## src/rtl/moonbase_nibble_bus.sv

```systemverilog
// moonbase_nibble_bus: nibble-serial memory/bus sequencer.
// Takes one word-wide read/write request and either runs it on the 4-bit
// external pins (address strobe, optional wait states, MS-nibble-first
// transfer) or services it from on-die local RAM in a single cycle.
// Optional build macro MOONBASE_NIBBLE_BUS_READY_EN adds the pad_rdy input,
// which lets the external device stretch each nibble transfer.
module moonbase_nibble_bus #(
  parameter int DATA_W      = 8,   // word width, multiple of 4, 4..16
  parameter int ADDR_W      = 7,   // external address width
  parameter int N_LOCAL     = 8,   // local RAM depth, power of 2, >= 2
  parameter int WAIT_STATES = 0    // idle cycles between strobe and first nibble
) (
  input  logic                             clk,
  input  logic                             reset_n,
  input  logic                             req_valid,
  output logic                             req_ready,
  input  logic                             req_write,
  input  logic                             req_code,
  input  logic                             req_local,
  input  logic [ADDR_W-1:0]                req_addr,
  input  logic [DATA_W-1:0]                req_wdata,
  output logic                             rsp_valid,
  output logic [DATA_W-1:0]                rsp_rdata,
  output logic                             busy,
  input  logic [3:0]                       pad_in,
`ifdef MOONBASE_NIBBLE_BUS_READY_EN
  input  logic                             pad_rdy,
`endif
  output logic                             pad_strobe,
  output logic [ADDR_W-1:0]                pad_aout,
  output logic [3:0]                       pad_dout,
  output logic                             pad_we_n,
  output logic                             pad_code,
  output logic [$clog2(DATA_W/4):0]        pad_nib
);

  localparam int NIB   = DATA_W / 4;
  localparam int NIB_W = $clog2(NIB) + 1;
  localparam int LOC_W = $clog2(N_LOCAL);

  typedef enum logic [2:0] {
    ST_IDLE,
    ST_ADDR,
    ST_WAIT,
    ST_XFER,
    ST_LOCAL,
    ST_DONE
  } state_t;

  state_t state, state_next;

  // Request fields captured on acceptance and held for the whole access.
  logic              write_q;
  logic              code_q;
  logic              local_q;
  logic [ADDR_W-1:0] addr_q;
  logic [DATA_W-1:0] wdata_q;

  // Transfer bookkeeping.
  logic [3:0]        wait_q;
  logic [NIB_W-1:0]  idx_q;
  logic [DATA_W-1:0] data_q;     // read assembly register
  logic [DATA_W-1:0] rd_merge;   // data_q with the nibble on pad_in inserted
  logic              nib_go;     // current nibble completes this cycle
  logic [LOC_W-1:0]  local_idx;

  // Local RAM; wraps on the low address bits.
  logic [DATA_W-1:0] mem [N_LOCAL];

`ifdef MOONBASE_NIBBLE_BUS_READY_EN
  assign nib_go = pad_rdy;
`else
  assign nib_go = 1'b1;
`endif

  assign local_idx = addr_q[LOC_W-1:0];

  // Insert the incoming nibble at the current index of the read register.
  always_comb begin
    rd_merge = data_q;
    rd_merge[int'(idx_q)*4 +: 4] = pad_in;
  end

  // State register.
  // NOTE: sequential state uses non-blocking assignments so every flop
  // samples the pre-edge values, independent of block evaluation order.
  always_ff @(posedge clk or negedge reset_n) begin
    if (!reset_n) begin
      state <= ST_IDLE;
    end else begin
      state <= state_next;
    end
  end

  // Next-state decode.
  always_comb begin
    state_next = state;
    unique case (state)
      ST_IDLE: begin
        if (req_valid) begin
          state_next = req_local ? ST_LOCAL : ST_ADDR;
        end
      end
      ST_ADDR: begin
        state_next = (WAIT_STATES > 0) ? ST_WAIT : ST_XFER;
      end
      ST_WAIT: begin
        if (wait_q <= 4'd1) begin
          state_next = ST_XFER;
        end
      end
      ST_XFER: begin
        if (nib_go && (idx_q == '0)) begin
          state_next = ST_DONE;
        end
      end
      ST_LOCAL: state_next = ST_DONE;
      ST_DONE:  state_next = ST_IDLE;
      default:  state_next = ST_IDLE;
    endcase
  end

  // Pin and response outputs, decoded from state so reset clears them at once.
  // NOTE: every output gets a default before the case so no path leaves one
  // unassigned, which would otherwise infer a latch.
  always_comb begin
    pad_strobe = 1'b0;
    pad_aout   = '0;
    pad_code   = 1'b0;
    pad_dout   = 4'h0;
    pad_we_n   = 1'b1;
    pad_nib    = '0;
    rsp_valid  = 1'b0;
    busy       = (state != ST_IDLE);
    unique case (state)
      ST_ADDR: begin
        pad_strobe = 1'b1;
        pad_aout   = addr_q;
        pad_code   = code_q;
      end
      ST_WAIT: begin
        pad_aout = addr_q;
        pad_code = code_q;
      end
      ST_XFER: begin
        pad_aout = addr_q;
        pad_code = code_q;
        pad_nib  = idx_q;
        if (write_q) begin
          pad_we_n = 1'b0;
          pad_dout = wdata_q[int'(idx_q)*4 +: 4];
        end
      end
      ST_DONE: begin
        rsp_valid = 1'b1;
        if (!local_q) begin
          pad_aout = addr_q;
          pad_code = code_q;
        end
      end
      default: ;
    endcase
  end

  // Ready is gated by reset directly so it reads 0 for the whole reset pulse.
  assign req_ready = reset_n && (state == ST_IDLE);

  // Request capture, wait counting, nibble assembly and read response.
  always_ff @(posedge clk or negedge reset_n) begin
    if (!reset_n) begin
      write_q   <= 1'b0;
      code_q    <= 1'b0;
      local_q   <= 1'b0;
      addr_q    <= '0;
      wdata_q   <= '0;
      wait_q    <= 4'd0;
      idx_q     <= '0;
      data_q    <= '0;
      rsp_rdata <= '0;
    end else begin
      unique case (state)
        ST_IDLE: begin
          if (req_valid) begin
            write_q <= req_write;
            code_q  <= req_code;
            local_q <= req_local;
            addr_q  <= req_addr;
            wdata_q <= req_wdata;
          end
        end
        ST_ADDR: begin
          wait_q <= 4'(WAIT_STATES);
          idx_q  <= NIB_W'(NIB - 1);
        end
        ST_WAIT: begin
          wait_q <= wait_q - 4'd1;
        end
        ST_XFER: begin
          if (nib_go) begin
            if (!write_q) begin
              data_q <= rd_merge;
              // Last nibble: publish the word so it is valid alongside rsp_valid.
              if (idx_q == '0) begin
                rsp_rdata <= rd_merge;
              end
            end
            if (idx_q != '0) begin
              idx_q <= idx_q - NIB_W'(1);
            end
          end
        end
        ST_LOCAL: begin
          if (!write_q) begin
            rsp_rdata <= mem[local_idx];
          end
        end
        default: ;
      endcase
    end
  end

  // Local RAM write port.
  // NOTE: the RAM array is deliberately not reset; clearing it would force
  // flops instead of a RAM macro and software never relies on its contents.
  always_ff @(posedge clk) begin
    if ((state == ST_LOCAL) && write_q) begin
      mem[local_idx] <= wdata_q;
    end
  end

endmodule

```

## config.mk

```make
export PLATFORM = sky130hd
export DESIGN_NAME = moonbase_nibble_bus
export DESIGN_NICKNAME = d
export VERILOG_FILES = /design/src/rtl/moonbase_nibble_bus.sv
export SDC_FILE = /design/constraint.sdc
export NUM_CORES = 1
export LEC_CHECK = 0
export BUFFER_PORTS_ARGS = -buffer_cell sky130_fd_sc_hd__buf_2
export CELL_PAD_IN_SITES_DETAIL_PLACEMENT = 1
export CELL_PAD_IN_SITES_GLOBAL_PLACEMENT = 1
export CORE_MARGIN = 5
export CORE_UTILIZATION = 45
export CTS_BUF_LIST = sky130_fd_sc_hd__clkbuf_4
export CTS_CLUSTER_SIZE = 10
export DETAILED_ROUTE_END_ITERATION = 12
export HOLD_SLACK_MARGIN = 0.08
export PLACE_DENSITY = 0.77
export SYNTH_ARGS = -nofsm -noshare
export SYNTH_HDL_FRONTEND = slang
export SYNTH_SLANG_ARGS = --single-unit
```

## constraint.sdc

```tcl
create_clock -name clk -period 2.4 [get_ports clk]
set_clock_uncertainty 0.2 [all_clocks]
set_input_delay 0.12 -clock clk [delete_from_list [all_inputs] [get_ports clk]]
set_output_delay 0.12 -clock clk [all_outputs]
set_load 0.03 [all_outputs]
```

==> metrics.md, run 1 <==
| Metric | Value |
|---|---|
| IO Pins | `52` |
| Post-Route WL | `11200 µm` |
| Commonest non-fill, non-tap cells in the layout | `64 x edfxtp_1, 51 x buf_2, 41 x dfrtp_1, 25 x dlygate4sd3_1, 25 x buf_4` |
| Worst Max-Slew Pin Slew | `969 ps` |
| Vias | `2978` |
| Seq pwr share | `45.4%` |
| Initial antenna violation count | `0` |
| Core footprint | `10200 µm²` |
| Clk pin slew, worst setup/hold paths | `170 ps` |
| Buffers on Ports | `51` |
| Slew Limit Headroom | `35.4%` |
| CTS max path bufs | `2` |
| DR DRC count | `0` |
| Vias in the first global route | `3224` |
| CTS tree | `yes` |
| Min Tclk post-route | `2280 ps` |
| Int Power | `3.95 mW` |
| Fillers | `1017` |
| Clk pwr share | `13.7%` |
| Crit-path max FO | `12` |
| Slew Limit Fails | `0` |
| Layout area overhead | `19.7%` |
| Final setup margin | `121 ps` |
| Drt via density | `5.40` |
| Total congestion overflow | `0` |
| Util after Layout | `54.7%` |
| Seq/Total Area, Yosys | `64.4%` |
| Largest net degree at the start of global routing | `24` |
| Worst skew pair latency | `450 ps` |
| Leakage power | `2.20 nW` |
| Crit path arrival time | `1960 ps` |
| RSZ-0062 raised after global routing | `no` |
| # nets final | `440` |
| Final period utilization | `94.9%` |
| Worst VDD drop | `0.000680 V` |
| Share of layout cells above drive strength 1 | `29.2%` |
| Count of warnings emitted by yosys | `0` |
| Avg WL per Cell | `20.3 µm` |
| N_diodes | `0` |
| Initial core utilization | `45.7%` |
| Clock Sinks | `107` |
| Net Sw Frac | `39.9%` |
| Most frequent CP cell | `buf_4` |
| Post-route ant nets | `0` |
| WS Path Type | `register to output port` |
| CTS HTree Levels | `3` |
| GP Congestion | `0.808` |
| Synthesized cell area | `4650 µm²` |
| Final setup violation count | `0` |
| CP Capture Type | `output port` |
| Max_cap viols | `0` |
| Worst path max stage delay | `510 ps` |
| Hold_ws | `221 ps` |
| Cell Rows | `37` |
| GRT Util Overall | `18.8%` |
| First-pass GRT wire length | `18200 µm` |
| Status | `completed` |
| Final Hold Fails | `0` |
| Clk root buf | `clkbuf_4` |
| Total CTS buffers | `9` |
| Ordered cell list for the critical path | `buf_4 > o21a_1 > nor2_1 > buf_4 > and2_1 > buf_2` |
| Worst hold path cell count | `3` |
| F_max | `439 MHz` |
| Switching pwr | `2.62 mW` |
| CP max stage cell | `dfrtp_2` |
| Worst Reg-to-Reg Cells | `5` |
| Syn_area_per_cell | `14.7 µm²` |
| Synth Instances | `316` |
| Power per cell area | `1180 nW/µm²` |
| 1st-pass router iterations | `4` |
| Commonest non-fill, non-tap cell in the layout | `edfxtp_1` |
| Post-Place Setup Slack | `107 ps` |
| Setup crit start kind | `register` |
| Detailed Route Iter0 Violations | `180` |
| HP Class | `input port to register` |
| Worst endpoint required time | `2080 ps` |
| Comb pwr share | `40.9%` |
| Post-DP HPWL | `8080 µm` |
| Seq cells post-synth | `107` |
| Sum Neg Setup Slack | `0 ps` |
| Die Ht | `112 µm` |
| Mapped Nets | `346` |
| Post-synth cell types | `43` |
| Full die area | `12500 µm²` |
| Width of the die | `112 µm` |
[metal layers]
metal	global-route usage (%)	share of wire (%)
met5	0	0
met4	5.60	0.93
met3	2.39	3.4
met2	32.3	52
met1	25.1	44
[power by group through the flow]
stage | clock, mW | combinational [mW] | sequential (mW)
finish | 0.902 | 2.69 | 2.98
global route | 1.00 | 2.93 | 3.06
CTS | 0.927 | 2.70 | 2.98
detailed placement | 0 | 2.66 | 3.02
global placement | 0 | 2.56 | 2.97
floorplan | 0 | 2.01 | 2.79
[through the flow]
stage	cell area, µm²	instances	total power [mW]
4_1_cts	5560	551	6.61
6_report	5570	551	6.57
3_5_place_dp	5160	509	5.68
2_1_floorplan	4650	316	4.80
3_3_place_gp	5160	509	5.52
5_1_grt	5570	551	6.99
[cell usage after synthesis (all sizes together)]
cell | n | area [µm²]
nand3 | 2 | 10.0
and3 | 1 | 6.26
a221oi | 4 | 35.0
o21ai | 6 | 30.0
nor2b | 9 | 56.3
o2bb2ai | 2 | 17.5
or3 | 1 | 6.26
or2 | 1 | 6.26
a21o | 1 | 15.0
o31ai | 6 | 65.1
dfrtp | 43 | 1080
mux4 | 16 | 360
nand3b | 1 | 7.51
clkbuf | 8 | 30.0
buf | 11 | 73.8
nor4b | 1 | 8.76
nor3 | 10 | 55.1
or3b | 1 | 8.76
nand4b | 1 | 8.76
a22o | 9 | 78.8
ha | 5 | 62.6
nand2b | 3 | 18.8
mux2i | 8 | 80.1
nand2 | 14 | 52.6
and2 | 12 | 75.1
a21oi | 15 | 75.1
a31oi | 5 | 31.3
nor2 | 21 | 78.8
a211oi | 4 | 30.0
inv | 8 | 30.0
edfxtp | 64 | 1920
nor4 | 1 | 6.26
o21a | 2 | 15.0
a22oi | 1 | 7.51
mux2 | 19 | 214
[path summary, 6_finish.rpt]
path	start	slack, ps	end
max	state[2]	120	pad_aout[0]
min	req_write	220	write_q
max reg2reg	state[0]	260	mem[1][1]
min reg2reg	addr_q[4]	300	addr_q[4]
max in group asynchronous	reset_n	420	addr_q[0]
min in group asynchronous	reset_n	580	state[0]
[area by class of cell]
class | instances | area [µm²] | share of cell area (%)
well taps | 136 | 170 | 3.05
repair buffers | 102 | 706 | 12.7
multi-input cells | 182 | 1530 | 27.5
clock inverters | 5 | 52.6 | 0.943
flip-flops and latches | 107 | 3000 | 53.9
clock buffers | 11 | 82.6 | 1.48
inverters | 8 | 30.0 | 0.539
[registers in the layout, summed over array words and instances (netlist names), 2 cells and up]
name and count:
rsp_rdata 8, mem 64, wdata_q 8, data_q 8, idx_q 2, wait_q 4, state 3, addr_q 7
[cell families (layout without fill, tap and decap cells)]
family                     after synthesis  after routing  share of synthesized area (%)
adders and majority gates                5              5                           1.34
and+or+nand+nor                         79             79                           8.71
buffers and inverters                   27            126                           2.88
muxes                                   43             43                           14.1
DFF                                    107            107                           64.4
AOI/OAI and AO/OA                       55             55                           8.60
[what timing repair did]
action,4_1_cts,5_1_grt
hold endpoints to repair,79,0
resized for setup,0,5
setup endpoints to repair,0,30
buffers inserted,0,0
hold buffers,26,0
[worst max-delay path: cells and delay by family (launching register included)]
family	cells	cell delay, ps
flip-flops	1	510
buffers and inverters	3	590
AND/OR/NAND/NOR	2	300
AO/OA/AOI/OAI	1	110
No activity file was read; power rests on OpenSTA's default activity.
==> run 2: changes to the inputs <==
Settings changed: CORE_UTILIZATION 45 to 44, PLACE_DENSITY 0.77 to 0.76, SKIP_LAST_GASP set to 1.
==> run 2 against run 1 <==
Die area up 2.1%. Via count up 0.81%. Final area up 0.85%. Core utilization down 0.28 points. Largest power group unchanged.
==> metrics.md, run 2 (synthesis results as in run 1) <==
| Metric | Value |
|---|---|
| Power per cell area | `1200 nW/µm² (was 1180 nW/µm²)` |
| Final period utilization | `94.4% (was 94.9%)` |
| RSZ-0062 raised after global routing | `yes (was no)` |
| N_diodes | `0 (unchanged)` |
| Status | `completed (unchanged)` |
| Seq pwr share | `43.5% (was 45.4%)` |
| Worst skew pair latency | `480 ps (was 450 ps)` |
| Worst path max stage delay | `420 ps (was 510 ps)` |
| CP max stage cell | `dfrtp_1 (was dfrtp_2)` |
| F_max | `442 MHz (was 439 MHz)` |
| Crit path buf inv count | `3 (unchanged)` |
| CTS max path bufs | `2 (unchanged)` |
| Total congestion overflow | `0 (unchanged)` |
| Net Sw Frac | `40.8% (was 39.9%)` |
| Detailed Route Iter0 Violations | `212 (was 180)` |
| Cells after DPL | `508 (was 509)` |
| Max_cap viols | `0 (unchanged)` |
| Crit path arrival time | `1940 ps (was 1960 ps)` |
| Width of the die | `113 µm (was 112 µm)` |
| R2r setup slk | `180 ps (was 260 ps)` |
| CP Capture Type | `output port (unchanged)` |
| Worst Max-Slew Pin Slew | `787 ps (was 969 ps)` |
| Vias in the first global route | `3291 (was 3224)` |
| Min Tclk post-route | `2260 ps (was 2280 ps)` |
| HP Class | `input port to register (unchanged)` |
| Sequential cell area | `3000 µm² (about the same)` |
| WS Path Type | `register to output port (unchanged)` |
| FF-to-FF End | `rsp_rdata[0] (was mem[1][1])` |
| Final setup violation count | `0 (unchanged)` |
| Post-Route WL | `11400 µm (was 11200 µm)` |
| WHS Endpoint | `wdata_q[4] (was write_q)` |
| Worst endpoint required time | `2080 ps (about the same)` |
| Post-DP HPWL | `8080 µm (about the same)` |
| Setup crit start kind | `register (unchanged)` |
| Util after Layout | `54.4% (was 54.7%)` |
| Core footprint | `10300 µm² (was 10200 µm²)` |
| Most frequent CP cell | `buf_4 (unchanged)` |
| Full die area | `12700 µm² (was 12500 µm²)` |
| Worst VDD drop | `0.000955 V (was 0.000680 V)` |
| Slew Limit Fails | `0 (unchanged)` |
| Layout area overhead | `20.7% (was 19.7%)` |
| 1st-pass router iterations | `4 (unchanged)` |
| DR DRC count | `0 (unchanged)` |
| Clk root buf | `clkbuf_4 (unchanged)` |
| Total CTS buffers | `9 (unchanged)` |
| Initial core utilization | `45.1% (was 45.7%)` |
| Switching pwr | `2.75 mW (was 2.62 mW)` |
| Clk pwr share | `14.8% (was 13.7%)` |
| Clk pin slew, worst setup/hold paths | `170 ps (about the same)` |
| Crit-path max FO | `13 (was 12)` |
| Clock Sinks | `107 (unchanged)` |
| Cell Rows | `37 (unchanged)` |
| First-pass GRT wire length | `18500 µm (was 18200 µm)` |
| Largest net degree at the start of global routing | `29 (was 24)` |
| Worst Reg-to-Reg Cells | `5 (unchanged)` |
| Post-Layout Cell Count | `553 (was 551)` |
| Fillers | `1010 (was 1017)` |
| Ordered cell list for the critical path | `buf_4 > o21a_1 > nor2_1 > buf_4 > and2_1 > buf_2 (unchanged)` |
| Initial antenna violation count | `0 (unchanged)` |
| CTS HTree Levels | `3 (unchanged)` |
| Die Ht | `113 µm (was 112 µm)` |
| Largest Register | `mem (unchanged)` |
| # nets final | `442 (was 440)` |
| Worst hold path cell count | `3 (unchanged)` |
| GRT Util Overall | `19.0% (was 18.8%)` |
| Int Power | `3.99 mW (was 3.95 mW)` |
| Commonest non-fill, non-tap cells in the layout | `64 x edfxtp_1, 51 x buf_2, 42 x dfrtp_1, 26 x dlygate4sd3_1, 26 x buf_4 (was 64 x edfxtp_1, 51 x buf_2, 41 x dfrtp_1, 25 x dlygate4sd3_1, 25 x buf_4)` |
| Crit path from | `state[1] (was state[2])` |
| Final Hold Fails | `0 (unchanged)` |
| Avg WL per Cell | `20.6 µm (was 20.3 µm)` |
| Max reg flops | `64 (unchanged)` |
| Drt via density | `5.43 (was 5.40)` |
| Comb pwr share | `41.7% (was 40.9%)` |
| Multi-input gate area | `1530 µm² (unchanged)` |
| Commonest non-fill, non-tap cell in the layout | `edfxtp_1 (unchanged)` |
| HP Start | `req_wdata[4] (was req_write)` |
| Buffers on Ports | `51 (unchanged)` |
| Vias | `3002 (was 2978)` |
| CTS tree | `yes (unchanged)` |
| Post-route ant nets | `0 (unchanged)` |
| Share of layout cells above drive strength 1 | `29.5% (was 29.2%)` |
| Reg2reg start | `addr_q[0] (was state[0])` |
| GP Congestion | `0.780 (was 0.808)` |
| Slew Limit Headroom | `47.4% (was 35.4%)` |
| Leakage power | `2.21 nW (was 2.20 nW)` |
| CP top delay family | `buffers and inverters (unchanged)` |
| IO Pins | `52 (unchanged)` |
run 2: worst max path at each step:
stage,end,slack (ps),cells after the start
finish,pad_aout[0],140,6
global route,pad_aout[0],-10,6
CTS,pad_aout[0],8,6
detailed placement,rsp_rdata[0],180,5
global placement,rsp_rdata[0],270,5
floorplan,mem[1][0],140,6
run 2: power by group through the flow:
stage	Clock, mW	Sequential [mW]	Combinational [mW]
4_1_cts	1.02	2.95	2.78
5_1_grt	1.11	3.00	3.08
3_3_place_gp	0	2.94	2.62
6_report	0.998	2.93	2.81
3_5_place_dp	0	2.99	2.74
2_1_floorplan	0	2.79	2.01
run 2: area by class of cell:
type                    count  area share, %
flip-flops and latches    107           53.4
inverters                   8          0.534
clock inverters             7           1.63
clock buffers               9           1.20
well taps                 136           3.03
repair buffers            104           13.0
multi-input cells         182           27.2
run 2: through the flow:
| stage | setup slack (ps) | power (mW) | hold WS [ps] | instance area [µm²] | setup TNS [ps] |
|---|---|---|---|---|---|
| after floorplan | 138 | 4.80 | -376 | 4650 | 0 |
| final | 135 | 6.74 | 173 | 5620 | 0 |
| after global placement | 273 | 5.56 | -110 | 5170 | 0 |
| after CTS | 7.87 | 6.74 | 143 | 5590 | 0 |
| after detailed placement | 177 | 5.73 | -110 | 5170 | 0 |
| after global routing | -11.6 | 7.20 | 142 | 5620 | -11.6 |
run 2: worst min-delay path: cells and delay by family:
| family | cells | cell delay (ps) |
|---|---|---|
| buffers and inverters | 2 | 600 |
| muxes | 1 | 110 |
run 2: per-layer routing:
layer | up-vias | global-route usage (%) | wire length [µm]
li1 | 1384 | - | -
met1 | 1528 | 24.7 | 4830
met2 | 72 | 32.0 | 5860
met3 | 18 | 4.12 | 492
met4 | 0 | 5.77 | 206
met5 | - | 0 | 0
run 2: timing repair:
item                                   4_1_cts  5_1_grt
endpoints found under the hold margin       79        0
hold buffers                                26        0
setup buffers                                0        3
setup endpoints to repair                    0       12
resized for setup                            0        3
==> run 3: changes to the inputs <==
Settings changed: MAX_ROUTING_LAYER set to met4.
==> run 3 against run 2 <==
Wire length rose by 0.52%. Largest cell class unchanged. Core utilization did not move. Worst hold slack got worse by 0.64 ps. Count of clock-buffer cells in the layout did not move. Sequential share of layout area did not move.
==> metrics.md, run 3 (synthesis results as in run 1) <==
| Metric | Value |
|---|---|
| Status | `completed (unchanged)` |
| Min Tclk post-route | `2280 ps (was 2260 ps)` |
| N_diodes | `0 (unchanged)` |
| CTS max path bufs | `2 (unchanged)` |
| Layout area overhead | `20.7% (unchanged)` |
| Commonest non-fill, non-tap cell in the layout | `edfxtp_1 (unchanged)` |
| Drt via density | `5.47 (was 5.43)` |
| Worst skew pair latency | `480 ps (about the same)` |
| Avg WL per Cell | `20.7 µm (was 20.6 µm)` |
| Worst VDD drop | `0.000961 V (was 0.000955 V)` |
| Detailed Route Iter0 Violations | `204 (was 212)` |
| Final Hold Fails | `0 (unchanged)` |
| WS Path Type | `register to output port (unchanged)` |
| Worst Max-Slew Pin Slew | `799 ps (was 787 ps)` |
| Power per cell area | `1200 nW/µm² (about the same)` |
| Worst endpoint required time | `2080 ps (about the same)` |
| Ordered cell list for the critical path | `buf_4 > o21a_1 > nor2_1 > buf_4 > and2_1 > buf_2 (unchanged)` |
| F_max | `438 MHz (was 442 MHz)` |
| GRT Util Overall | `19.6% (was 19.0%)` |
| Vias | `3024 (was 3002)` |
| Post-Place Setup Slack | `177 ps (unchanged)` |
| Share of layout cells above drive strength 1 | `29.5% (unchanged)` |
| DR DRC count | `0 (unchanged)` |
| Largest Register | `mem (unchanged)` |
| Total congestion overflow | `0 (unchanged)` |
| Width of the die | `113 µm (unchanged)` |
| GP Congestion | `0.790 (was 0.780)` |
| Final setup margin | `119 ps (was 135 ps)` |
| Max_cap viols | `0 (unchanged)` |
| Post-route ant nets | `0 (unchanged)` |
| IO Pins | `52 (unchanged)` |
| Setup crit start kind | `register (unchanged)` |
| Slew Limit Headroom | `46.5% (was 47.4%)` |
| Crit-path max FO | `13 (unchanged)` |
| Initial antenna violation count | `0 (unchanged)` |
| Placed Area | `5170 µm² (unchanged)` |
| Final period utilization | `95.1% (was 94.4%)` |
| Clk pin slew, worst setup/hold paths | `170 ps (about the same)` |
| Buffers on Ports | `51 (unchanged)` |
| Full die area | `12700 µm² (unchanged)` |
| CP Capture Type | `output port (unchanged)` |
| CTS HTree Levels | `3 (unchanged)` |
| Post-Route WL | `11400 µm (about the same)` |
| Crit path buf inv count | `3 (unchanged)` |
| Initial core utilization | `45.1% (unchanged)` |
| Clock Sinks | `107 (unchanged)` |
| HP Class | `input port to register (unchanged)` |
| CTS tree | `yes (unchanged)` |
| # nets final | `442 (unchanged)` |
| Final setup violation count | `0 (unchanged)` |
| Sum Neg Setup Slack | `0 ps (unchanged)` |
| Most frequent CP cell | `buf_4 (unchanged)` |
| Largest net degree at the start of global routing | `29 (unchanged)` |
| Cell Rows | `37 (unchanged)` |
| RSZ-0062 raised after global routing | `yes (unchanged)` |
| Commonest non-fill, non-tap cells in the layout | `64 x edfxtp_1, 51 x buf_2, 42 x dfrtp_1, 26 x dlygate4sd3_1, 26 x buf_4 (unchanged)` |
| Slew Limit Fails | `0 (unchanged)` |
| CP top delay family | `buffers and inverters (unchanged)` |
| Vias in the first global route | `3280 (was 3291)` |
| Post-DP HPWL | `8080 µm (unchanged)` |
| Util after Layout | `54.4% (unchanged)` |
| Post-route cell area | `5620 µm² (unchanged)` |
| 1st-pass router iterations | `4 (unchanged)` |
| Core footprint | `10300 µm² (unchanged)` |
| CP max stage cell | `dfrtp_1 (unchanged)` |
| Leakage power | `2.21 nW (unchanged)` |
| Max reg flops | `64 (unchanged)` |
| Crit path arrival time | `1960 ps (was 1940 ps)` |
| Total CTS buffers | `9 (unchanged)` |
| R2r setup slk | `180 ps (about the same)` |
| Worst path max stage delay | `420 ps (about the same)` |
| Die Ht | `113 µm (unchanged)` |
| First-pass GRT wire length | `18600 µm (was 18500 µm)` |
| Clk root buf | `clkbuf_4 (unchanged)` |
## run 3: cell counts in the layout (fill, tap and decap cells not counted)
Identical to the previous run, type by type.
## run 3: worst paths after layout
check,from,end,cells after the start
max,state[1],pad_aout[0],6
min,req_wdata[4],wdata_q[4],3
max reg2reg,addr_q[0],rsp_rdata[0],5
min reg2reg,addr_q[5],addr_q[5],1
max in group asynchronous,reset_n,addr_q[2],4
min in group asynchronous,reset_n,addr_q[6],4
## run 3: metrics by stage
stage	cells	hold slack (ps)	total power, mW
6_report	553	173	6.75
5_1_grt	553	136	7.20
4_1_cts	550	143	6.74
3_5_place_dp	508	-110	5.73
3_3_place_gp	508	-110	5.56
2_1_floorplan	316	-376	4.80
## run 3: per-layer routing
layer	track usage (%)	up-vias	share of wire, %
met3	4.39	18	4.2
met2	31.8	70	51
li1	-	1390	-
met1	24.9	1546	43
met5	-	-	0
met4	5.53	0	1.7
## run 3: cell type report
type                    instances  area, µm²
multi-input cells             182       1530
well taps                     136        170
flip-flops and latches        107       3000
clock buffers                   9       67.6
clock inverters                 7       91.3
fillers                      1010       4700
repair buffers                104        731
inverters                       8       30.0
## run 3: tightest hold or removal path, stage by stage
cell	delay [ps]
dlygate4sd3_1	510
buf_2	90
mux2_1	110
## run 3: timing repair
action | 4_1_cts | 5_1_grt
endpoints found under the hold margin | 79 | 0
hold buffers | 26 | 0
buffers inserted | 0 | 3
endpoints found under the setup margin | 0 | 12
resized for setup | 0 | 3
## run 3: report_power, final
group,internal [mW],switching (mW)
Sequential,2.44,0.497
Clock,0.343,0.656
Combinational,1.20,1.61
